**src/rtl/add_serial_ctrl_pkg.sv**
```systemverilog
// add_serial_ctrl_pkg: FSM state encodings and op codes shared by the serial and parallel ALU paths
package add_serial_ctrl_pkg;
  typedef enum logic [1:0] {
    S_IDLE = 2'b00,
    S_RUN  = 2'b01,
    S_DONE = 2'b10
  } state_t;
  localparam logic OP_ADD = 1'b0;
  localparam logic OP_SUB = 1'b1;
endpackage

```
**src/rtl/add_serial_ctrl_add_1bit.sv**
```systemverilog
// add_1bit: full-adder cell (a, b, carry-in c -> sum, carry)
module add_1bit (
  input  logic a,
  input  logic b,
  input  logic c,
  output logic sum,
  output logic carry
);
  assign sum   = a ^ b ^ c;
  assign carry = (a & b) | (c & (a ^ b));
endmodule

```
**src/rtl/add_serial_ctrl.sv**
```systemverilog
// add_serial_ctrl: bit-serial add/sub over one add_1bit cell; start/op/a/b in, busy/done/result/cout/zf/sf/of out
module add_serial_ctrl
  import add_serial_ctrl_pkg::*;
#(
  parameter int WIDTH = 64
) (
  input  logic             clk,
  input  logic             rst_n,
  input  logic             start,
  input  logic             op,
  input  logic [WIDTH-1:0] a,
  input  logic [WIDTH-1:0] b,
  output logic             busy,
  output logic             done,
  output logic [WIDTH-1:0] result,
  output logic             cout,
  output logic             zf,
  output logic             sf,
  output logic             of
);
  localparam int CW = $clog2(WIDTH);
  localparam logic [CW-1:0] LAST = CW'(WIDTH - 1);
  state_t state_q, state_d;
  logic [WIDTH-1:0] sa_q, sa_d, sb_q, sb_d, res_q, res_d, res_sh;
  logic [CW-1:0] cnt_q, cnt_d;
  logic carry_q, carry_d, cout_q, cout_d, zf_q, zf_d, sf_q, sf_d, of_q, of_d;
  logic sum, cy;
  add_1bit u_add (
    .a    (sa_q[0]),
    .b    (sb_q[0]),
    .c    (carry_q),
    .sum  (sum),
    .carry(cy)
  );
  assign res_sh = {sum, res_q[WIDTH-1:1]};
  always_comb begin
    state_d = state_q;
    sa_d    = sa_q;
    sb_d    = sb_q;
    res_d   = res_q;
    cnt_d   = cnt_q;
    carry_d = carry_q;
    cout_d  = cout_q;
    zf_d    = zf_q;
    sf_d    = sf_q;
    of_d    = of_q;
    unique case (state_q)
      S_IDLE: if (start) begin
        sa_d    = a;
        sb_d    = (op == OP_ADD) ? b : ~b;
        carry_d = (op == OP_SUB);
        cnt_d   = '0;
        state_d = S_RUN;
      end
      S_RUN: begin
        sa_d    = sa_q >> 1;
        sb_d    = sb_q >> 1;
        res_d   = res_sh;
        carry_d = cy;
        cnt_d   = (cnt_q == LAST) ? '0 : cnt_q + 1'b1;
        if (cnt_q == LAST) begin
          state_d = S_DONE;
          cout_d  = cy;
          zf_d    = (res_sh == '0);
          sf_d    = sum;
          of_d    = carry_q ^ cy;
        end
      end
      S_DONE:  state_d = S_IDLE;
      default: state_d = S_IDLE;
    endcase
  end
  always_ff @(posedge clk or negedge rst_n) begin
    if (!rst_n) begin
      state_q <= S_IDLE;
      sa_q    <= '0;
      sb_q    <= '0;
      res_q   <= '0;
      cnt_q   <= '0;
      carry_q <= 1'b0;
      cout_q  <= 1'b0;
      zf_q    <= 1'b0;
      sf_q    <= 1'b0;
      of_q    <= 1'b0;
    end else begin
      state_q <= state_d;
      sa_q    <= sa_d;
      sb_q    <= sb_d;
      res_q   <= res_d;
      cnt_q   <= cnt_d;
      carry_q <= carry_d;
      cout_q  <= cout_d;
      zf_q    <= zf_d;
      sf_q    <= sf_d;
      of_q    <= of_d;
    end
  end
  assign busy   = (state_q != S_IDLE);
  assign done   = (state_q == S_DONE);
  assign result = res_q;
  assign cout   = cout_q;
  assign zf     = zf_q;
  assign sf     = sf_q;
  assign of     = of_q;
endmodule

```
**config.mk**
```make
export PLATFORM = sky130hd
export DESIGN_NAME = add_serial_ctrl
export DESIGN_NICKNAME = d
export VERILOG_FILES = /design/src/rtl/add_serial_ctrl_pkg.sv /design/src/rtl/add_serial_ctrl_add_1bit.sv /design/src/rtl/add_serial_ctrl.sv
export SDC_FILE = /design/constraint.sdc
export NUM_CORES = 1
export LEC_CHECK = 0
export ABC_AREA = 1
export BUFFER_PORTS_ARGS = -buffer_cell sky130_fd_sc_hd__buf_4
export CAP_MARGIN = 5
export CORE_ASPECT_RATIO = 0.9
export CORE_UTILIZATION = 49
export DETAILED_ROUTE_END_ITERATION = 16
export PLACE_DENSITY_LB_ADDON = 0.15
export SKIP_LAST_GASP = 1
export SYNTH_ARGS = -nofsm -noshare
export SYNTH_HDL_FRONTEND = slang
export SYNTH_SLANG_ARGS = --single-unit
export TNS_END_PERCENT = 30
```
**constraint.sdc**
```tcl
create_clock -name clk -period 1.4 [get_ports clk]
set_input_delay 0.28 -clock clk [delete_from_list [all_inputs] [get_ports clk]]
set_output_delay 0.28 -clock clk [all_outputs]
set_load 0.005 [all_outputs]
```
==> impl_results.md, run 1 <==
* Most frequent cells in the layout: 352 x nand2_1, 224 x buf_4, 205 x dfrtp_1
* Vias in the first global route at 7,352
* TNS Setup at -0.342 ns
* Die width at 147 um
* Number of synthesized register bits at 205
* Area growth syn-to-layout at 36.4%
* Die Area at 19,500 um2
* Sequential Area at 5130 um2
* Chip Height at 133 um
* Hold Vio Cnt, Final at 0
* Skew-Pair Late Insertion Delay at 0.50 ns
* GPL Wtd Cong at 0.789
* Min Hold Slack at around 0.007 ns
* Pint at 0.0148 W
* Failing checks: negative setup slack
* Finished Layout Cells at around 1,500
* DRC at 0
* Initial antenna violation count at 0
* Util after Layout at about two thirds
* Flop pwr share at 44.4%
* DP HPWL at 14,800 um
* Clock slew at reported path FFs at 0.06 ns
* Hold crit path type: in -> reg
* Via density at 5.16
* Max Freq at 0.668 GHz
* Mapped Cells at between 1,000 and 1,500
* Initial Util at 50.3%
* CTS tree: yes
* Slew Limit Fails at 0
* Worst-margin pin slew at between 0.3 and 0.4 ns
* Avg Inst Size Synth at 9.05 um2
* # H-tree levels at 1
* Mapped Area at 9300 um2
* Fillers at 1,529
* Worst Setup Start Kind: register
* Register area share after synthesis at 55.2%
* GRT Residual Overflow at 0
* Clock Tree Root: clkbuf_16
* Detailed-route via count at roughly 7,900
* Worst slew margin at roughly three quarters
* CP required at 1.12 ns
* Worst hold path startpoint: a[22]
* Multi-input logic area at 3590 um2
* Setup CP Type: reg -> out
* Rows at 47
* Netlist cell types at 28
* Sw frac at 31.1%
* Setup-failing EPs final at 11
* Syn_nets at 1,161
* Number of diodes at 0
* Final Worst Setup Slack at -0.0975 ns
* Clk_skew at between 0.01 and 0.015 ns
* CTS buffer count at 22
* FF-to-FF path depth at 8
* Maximum root-to-sink buffer count at 3
* First drt pass iteration count at 5
* RSZ-0062 raised after global routing: true
* Largest net degree at the start of global routing at 67
* Initial drt markers at 435
* Layout Nets at 1,404
* Commonest non-fill, non-tap cell in the layout: nand2_1
* YS warnings at 0
* Clock period minus worst slack at 1.50 ns
* Leak pwr at a little under 6 nW
* Crit end category: output port
* Comb pwr share at between 20 and 30%
* First-pass GRT wire length at 36,100 um
* Pwr/cell area at 1700 nW/um2
* Fin crit share at 107%
* Core Region at 18,500 um2
* Routed len/inst at 15.6 um
* Layout cells sized above 1 at 25.0%
* Final ANT Viol Nets at 0
* Peak supply drop at 0.913 mV
* Gr usage total at 22.6%
* NetSw at 0.00669 W
* Clk network pwr share at 27.1%
* Critical R2R Capture: zf$_DFFE_PN0P_
* Hold depth at 3
* Maxcap violations at 0
* I/O pin cnt at between 200 and 250
* Worst-path fanout max at 2
* Final wirelength at 23,900 um
* Outcome: complete, but fails checks
* CP Data Arrival Time at 1.22 ns
* Worst slack at placement at -0.0705 ns
* Placed Cells at 1,445
* Port buffer count at 201
* Reg2reg setup slack at -0.06 ns
* WHS Endpoint: sa_q[22]$_DFFE_PN0P_
* FF-to-FF Start: sa_q[0]$_DFFE_PN0P_
* CTS sink cnt at 205
[final cells by class]
cell class,instances,area share [%]
flip-flops and latches,205,40.5
repair buffers,278,20.5
multi-input cells,689,28.3
inverters,71,2.40
clock inverters,6,0.632
clock buffers,31,5.09
repair inverters,3,0.207
well taps,245,2.42
[flip-flops by register name, summed over array words and instances (netlist names)]
signal	flops
of	1
state_q	2
result	64
zf	1
cnt_q	6
sa_q	64
cout	1
sb_q	64
sf	1
carry_q	1
[per-layer routing]
layer / vias up / share of wire (%) / global-route usage [%]
met1: 3790 / 46 / 33.3
met3: 37 / 5.5 / 3.55
met4: 0 / 1.9 / 5.27
met2: 245 / 46 / 35.1
met5: - / 0 / 0
li1: 3819 / - / -
[synth_stat cells]
cell type / n / share of area [%]
buf_6: 12 / 1.5
inv_2: 2 / 0.081
fa_1: 1 / 0.22
a31oi_1: 1 / 0.067
clkbuf_4: 1 / 0.081
o211ai_1: 74 / 6.0
xor2_1: 1 / 0.094
dfrtp_1: 205 / 55
inv_1: 67 / 2.7
ha_1: 1 / 0.13
nand2_1: 362 / 15
o221ai_1: 19 / 1.8
inv_4: 1 / 0.067
nor2_1: 43 / 1.7
inv_6: 1 / 0.094
nor2_2: 2 / 0.13
a22oi_1: 2 / 0.16
o21a_1: 1 / 0.081
o22ai_1: 2 / 0.13
a22o_1: 1 / 0.094
nand2_4: 2 / 0.24
o21ai_0: 68 / 3.7
xnor2_1: 65 / 6.1
o21ai_1: 5 / 0.27
buf_4: 8 / 0.65
buf_2: 29 / 1.6
nand3_1: 39 / 2.1
clkbuf_1: 12 / 0.48
[critical path, stage by stage (launching register included)]
cell and delay (ns):
dfrtp_1 0.39, nor2_2 0.14, inv_1 0.07, buf_6 0.11
[how the worst max path moves through the flow]
stage                           start              to  slack [ns]  depth (start not counted)
2_1_floorplan     carry_q$_DFFE_PN0P_  zf$_DFFE_PN0P_        0.02                          8
3_3_place_gp      carry_q$_DFFE_PN0P_  zf$_DFFE_PN0P_       -0.01                          8
3_5_place_dp      carry_q$_DFFE_PN0P_  zf$_DFFE_PN0P_       -0.07                          8
4_1_cts        state_q[1]$_DFFE_PN0P_            busy       -0.12                          3
5_1_grt        state_q[1]$_DFFE_PN0P_            busy       -0.17                          3
6_report       state_q[1]$_DFFE_PN0P_            busy        -0.1                          3
[through the flow]
stage / cell area (um2) / total power (W)
after floorplan: 9300 / 0.0128
after global placement: 11200 / 0.0151
after detailed placement: 11200 / 0.0153
after CTS: 12100 / 0.0213
after global routing: 12700 / 0.0229
final: 12700 / 0.0215
[power groups by stage]
stage	combinational, W	sequential (W)	clock [W]
after floorplan	0.00343	0.00935	0
after global placement	0.00556	0.00953	0
final	0.00612	0.00956	0.00584
after CTS	0.00583	0.00950	0.00595
after global routing	0.00689	0.00983	0.00618
after detailed placement	0.00574	0.00957	0
[cell families (layout without fill, tap and decap cells)]
| logic type | after synthesis | count (layout) | synth area share, % |
|---|---|---|---|
| buffers and inverters | 133 | 389 | 7.17 |
| and+or+nand+nor | 448 | 448 | 18.8 |
| xor gates and xnor gates | 66 | 66 | 6.22 |
| DFF | 205 | 205 | 55.2 |
| adders and majority gates | 2 | 2 | 0.350 |
| AOI/OAI and AO/OA | 173 | 173 | 12.2 |
[timing repair]
action | CTS | global route
hold buffers | 19 | 0
setup buffers | 3 | 9
hold endpoints to repair | 44 | 0
cloned | 0 | 16
endpoints found under the setup margin | 3 | 158
gates resized for setup | 2 | 44
pin swaps | 1 | 3
Power figures use the tool's default switching activity.
==> run 2: changes to the inputs <==
Settings changed: CELL_PAD_IN_SITES_DETAIL_PLACEMENT from default to 1, CELL_PAD_IN_SITES_GLOBAL_PLACEMENT from default to 1, CORE_UTILIZATION 49 to 37.
==> run 2 against run 1 <==
Compared with the run above:
- the run still ends with negative setup slack left
- sequential power rose by 0.4%
- critical path depth stayed put
- non-clock buffer count increased by 6
- worst setup slack worse by 0.042 ns
- die area up 32%
- clock skew is essentially flat
- clock-buffer cell count increased by 6
- utilization is 16 points lower
- clock power is 5.5% higher
- critical endpoint unchanged
==> impl_results.md, run 2 (same netlist as run 1, synthesis figures left out) <==
* Outcome: complete, but fails checks
* Failing checks: negative setup slack
* Die width at 169 um (+15%)
* RSZ-0062 raised after global routing: true
* First-pass GRT wire length at 41,700 um (+16%)
* Multi-input logic area at 3540 um2 (-1.3%)
* DRC at 0 (unchanged)
* Flop pwr share at 43.9% (-0.5 points)
* Comb pwr share at 27.9% (-0.5 points)
* Worst-path cell chain: nor2_4 -> inv_2 -> buf_6
* Die Area at 25,800 um2 (+32%)
* Fillers at 2,823 (+85%)
* Placed instance area at 11,300 um2 (+1.5%)
* WHS Endpoint: sa_q[12]$_DFFE_PN0P_
* CP max-delay cell: dfrtp_2
* Pint at 0.0150 W (+1.4%)
* Setup-failing EPs final at 3 (-8)
* Worst-path fanout max at 3 (+1)
* Skew-Pair Late Insertion Delay at 0.51 ns (about the same)
* # H-tree levels at 1 (unchanged)
* WP depth at 3 (unchanged)
* CP required at 1.12 ns (about the same)
* DP HPWL at 16,800 um (+14%)
* Number of diodes at 0 (unchanged)
* Max incr delay on CP at 0.45 ns (+0.06 ns)
* Clk network pwr share at 28.2% (+1.1 points)
* Reg2reg setup slack at -0.10 ns (-0.04 ns)
* Power Total at 0.0219 W (+1.6%)
* Initial Util at 38.0% (-12 points)
* Leak pwr at 5.88 nW (-0.99%)
* Slew Limit Fails at 0 (unchanged)
* Area growth syn-to-layout at 37.4%
* CP Data Arrival Time at 1.26 ns (+0.04 ns)
* Hold depth at 3 (unchanged)
* CTS sink cnt at 205 (unchanged)
* Crit end category: output port
* Maxcap violations at 0 (unchanged)
* Sw frac at 31.3% (+0.16 points)
* Vias in the first global route at 8,203 (+12%)
* Max Freq at 0.650 GHz (-2.7%)
* Via density at 4.86 (-5.9%)
* Most frequent cells in the layout: 360 x nand2_1, 213 x buf_4, 203 x dfrtp_1
* Clock Tree Root: clkbuf_16
* Pwr/cell area at 1710 nW/um2 (+0.91%)
* Commonest non-fill, non-tap cell in the layout: nand2_1
* Maximum root-to-sink buffer count at 3 (unchanged)
* Hold Vio Cnt, Final at 0 (unchanged)
* Setup CP Type: reg -> out
* Core Region at 24,500 um2 (+32%)
* Worst hold path startpoint: a[12]
* Worst slack at placement at -0.0985 ns (-0.0280 ns)
* Rows at 54 (+15%)
* Detailed-route via count at 7,890 (-0.013%)
* FF-to-FF Start: carry_q$_DFFE_PN0P_
* NetSw at 0.00684 W (+2.2%)
* FF-to-FF path depth at 8 (unchanged)
* Final wirelength at 25,800 um (+8.1%)
* GPL Wtd Cong at 0.769 (-2.6%)
* Hold crit path type: in -> reg
* Port buffer count at 201 (unchanged)
* Initial drt markers at 480 (+10%)
* Fin crit share at 110% (+3.0 points)
* Clock period minus worst slack at 1.54 ns (+0.0416 ns)
* Clk_skew at 0.0107 ns (-0.0000450 ns)
* Final Worst Setup Slack at -0.139 ns (-0.0416 ns)
* Layout Nets at 1,409 (+0.36%)
* Worst Setup Start Kind: register
* Util after Layout at 52.2% (-16 points)
* Peak supply drop at 0.692 mV (-24%)
* First drt pass iteration count at 4 (-1)
* Layout cells sized above 1 at 23.1% (-2.0 points)
* Chip Height at 152 um (+15%)
* Largest net degree at the start of global routing at 58 (-13%)
* I/O pin cnt at 202 (unchanged)
* Critical R2R Capture: zf$_DFFE_PN0P_
* CTS tree: yes
* Worst-margin pin slew at 0.314 ns (-0.0376 ns)
* CTS buffer count at 24 (+9.1%)
* Clock slew at reported path FFs at 0.06 ns (about the same)
* Gr usage total at 19.6% (-3.0 points)
* CP delay by family, top: flip-flops
* Sequential Area at 5130 um2 (about the same)
* Final ANT Viol Nets at 0 (unchanged)
* Initial antenna violation count at 0 (unchanged)
* WP buf/inv at 2 (unchanged)
* GRT Residual Overflow at 0 (unchanged)
* Worst slew margin at 79.1% (+2.5 points)
* Routed len/inst at 15.9 um (+1.7%)
* Post-route cell area at 12,800 um2 (+0.72%)
run 2: cell count changes in the layout (fill, tap and decap cells not counted), sizes merged:
cell | previous run | this run
buf | 246 | 236
dlygate4sd3 | 19 | 41
inv | 72 | 71
clkinv | 6 | 1
bufinv | 2 | 1
run 2: power groups by stage:
| stage | registers (W) | clock network, W | logic, W |
|---|---|---|---|
| floorplan | 0.00935 | 0 | 0.00343 |
| global placement | 0.00959 | 0 | 0.00569 |
| detailed placement | 0.00965 | 0 | 0.00589 |
| CTS | 0.00959 | 0.00632 | 0.00604 |
| global route | 0.00989 | 0.00652 | 0.00695 |
| finish | 0.00960 | 0.00616 | 0.00611 |
run 2: routing by layer:
layer  up-vias  global-route usage, %  share of wire [%]
met4         0                   3.78                1.6
met5         -                      0                  0
li1       3824                      -                  -
met2       163                   32.1                 47
met3        30                   2.57                3.8
met1      3873                   27.9                 48
run 2: layout make-up:
type	count	share of cell area, %
clock inverters	2	0.274
well taps	336	3.29
multi-input cells	689	27.7
inverters	71	2.29
clock buffers	37	5.80
repair buffers	284	20.4
flip-flops and latches	205	40.2
run 2: how the worst max path moves through the flow:
stage,startpoint,to,slack (ns)
after floorplan,carry_q$_DFFE_PN0P_,zf$_DFFE_PN0P_,0.02
final,state_q[0]$_DFFE_PN0P_,busy,-0.14
after CTS,state_q[1]$_DFFE_PN0P_,busy,-0.16
after global placement,carry_q$_DFFE_PN0P_,zf$_DFFE_PN0P_,-0.06
after detailed placement,carry_q$_DFFE_PN0P_,zf$_DFFE_PN0P_,-0.1
after global routing,carry_q$_DFFE_PN0P_,zf$_DFFE_PN0P_,-0.24
run 2: through the flow:
step	hold slack (ns)	cells	setup TNS (ns)
final	0.00161	1624	-0.346
after global routing	0.00208	1624	-1.78
after CTS	0.00176	1617	-0.415
after detailed placement	0.209	1536	-0.0985
after global placement	0.213	1536	-0.0564
after floorplan	-0.0156	1027	0
run 2: repair_timing:
item	CTS	global route
buffers inserted	1	2
endpoints found under the hold margin	123	0
hold buffers	41	0
pin swaps	1	5
endpoints found under the setup margin	3	136
gates cloned	0	6
gates resized for setup	2	27
run 2: tightest hold or removal path: cells and delay by family:
kind | cells | cell delay [ns]
buffers and inverters | 1 | 0.07
AOI/OAI and AO/OA | 1 | 0.06
and+or+nand+nor | 1 | 0.05
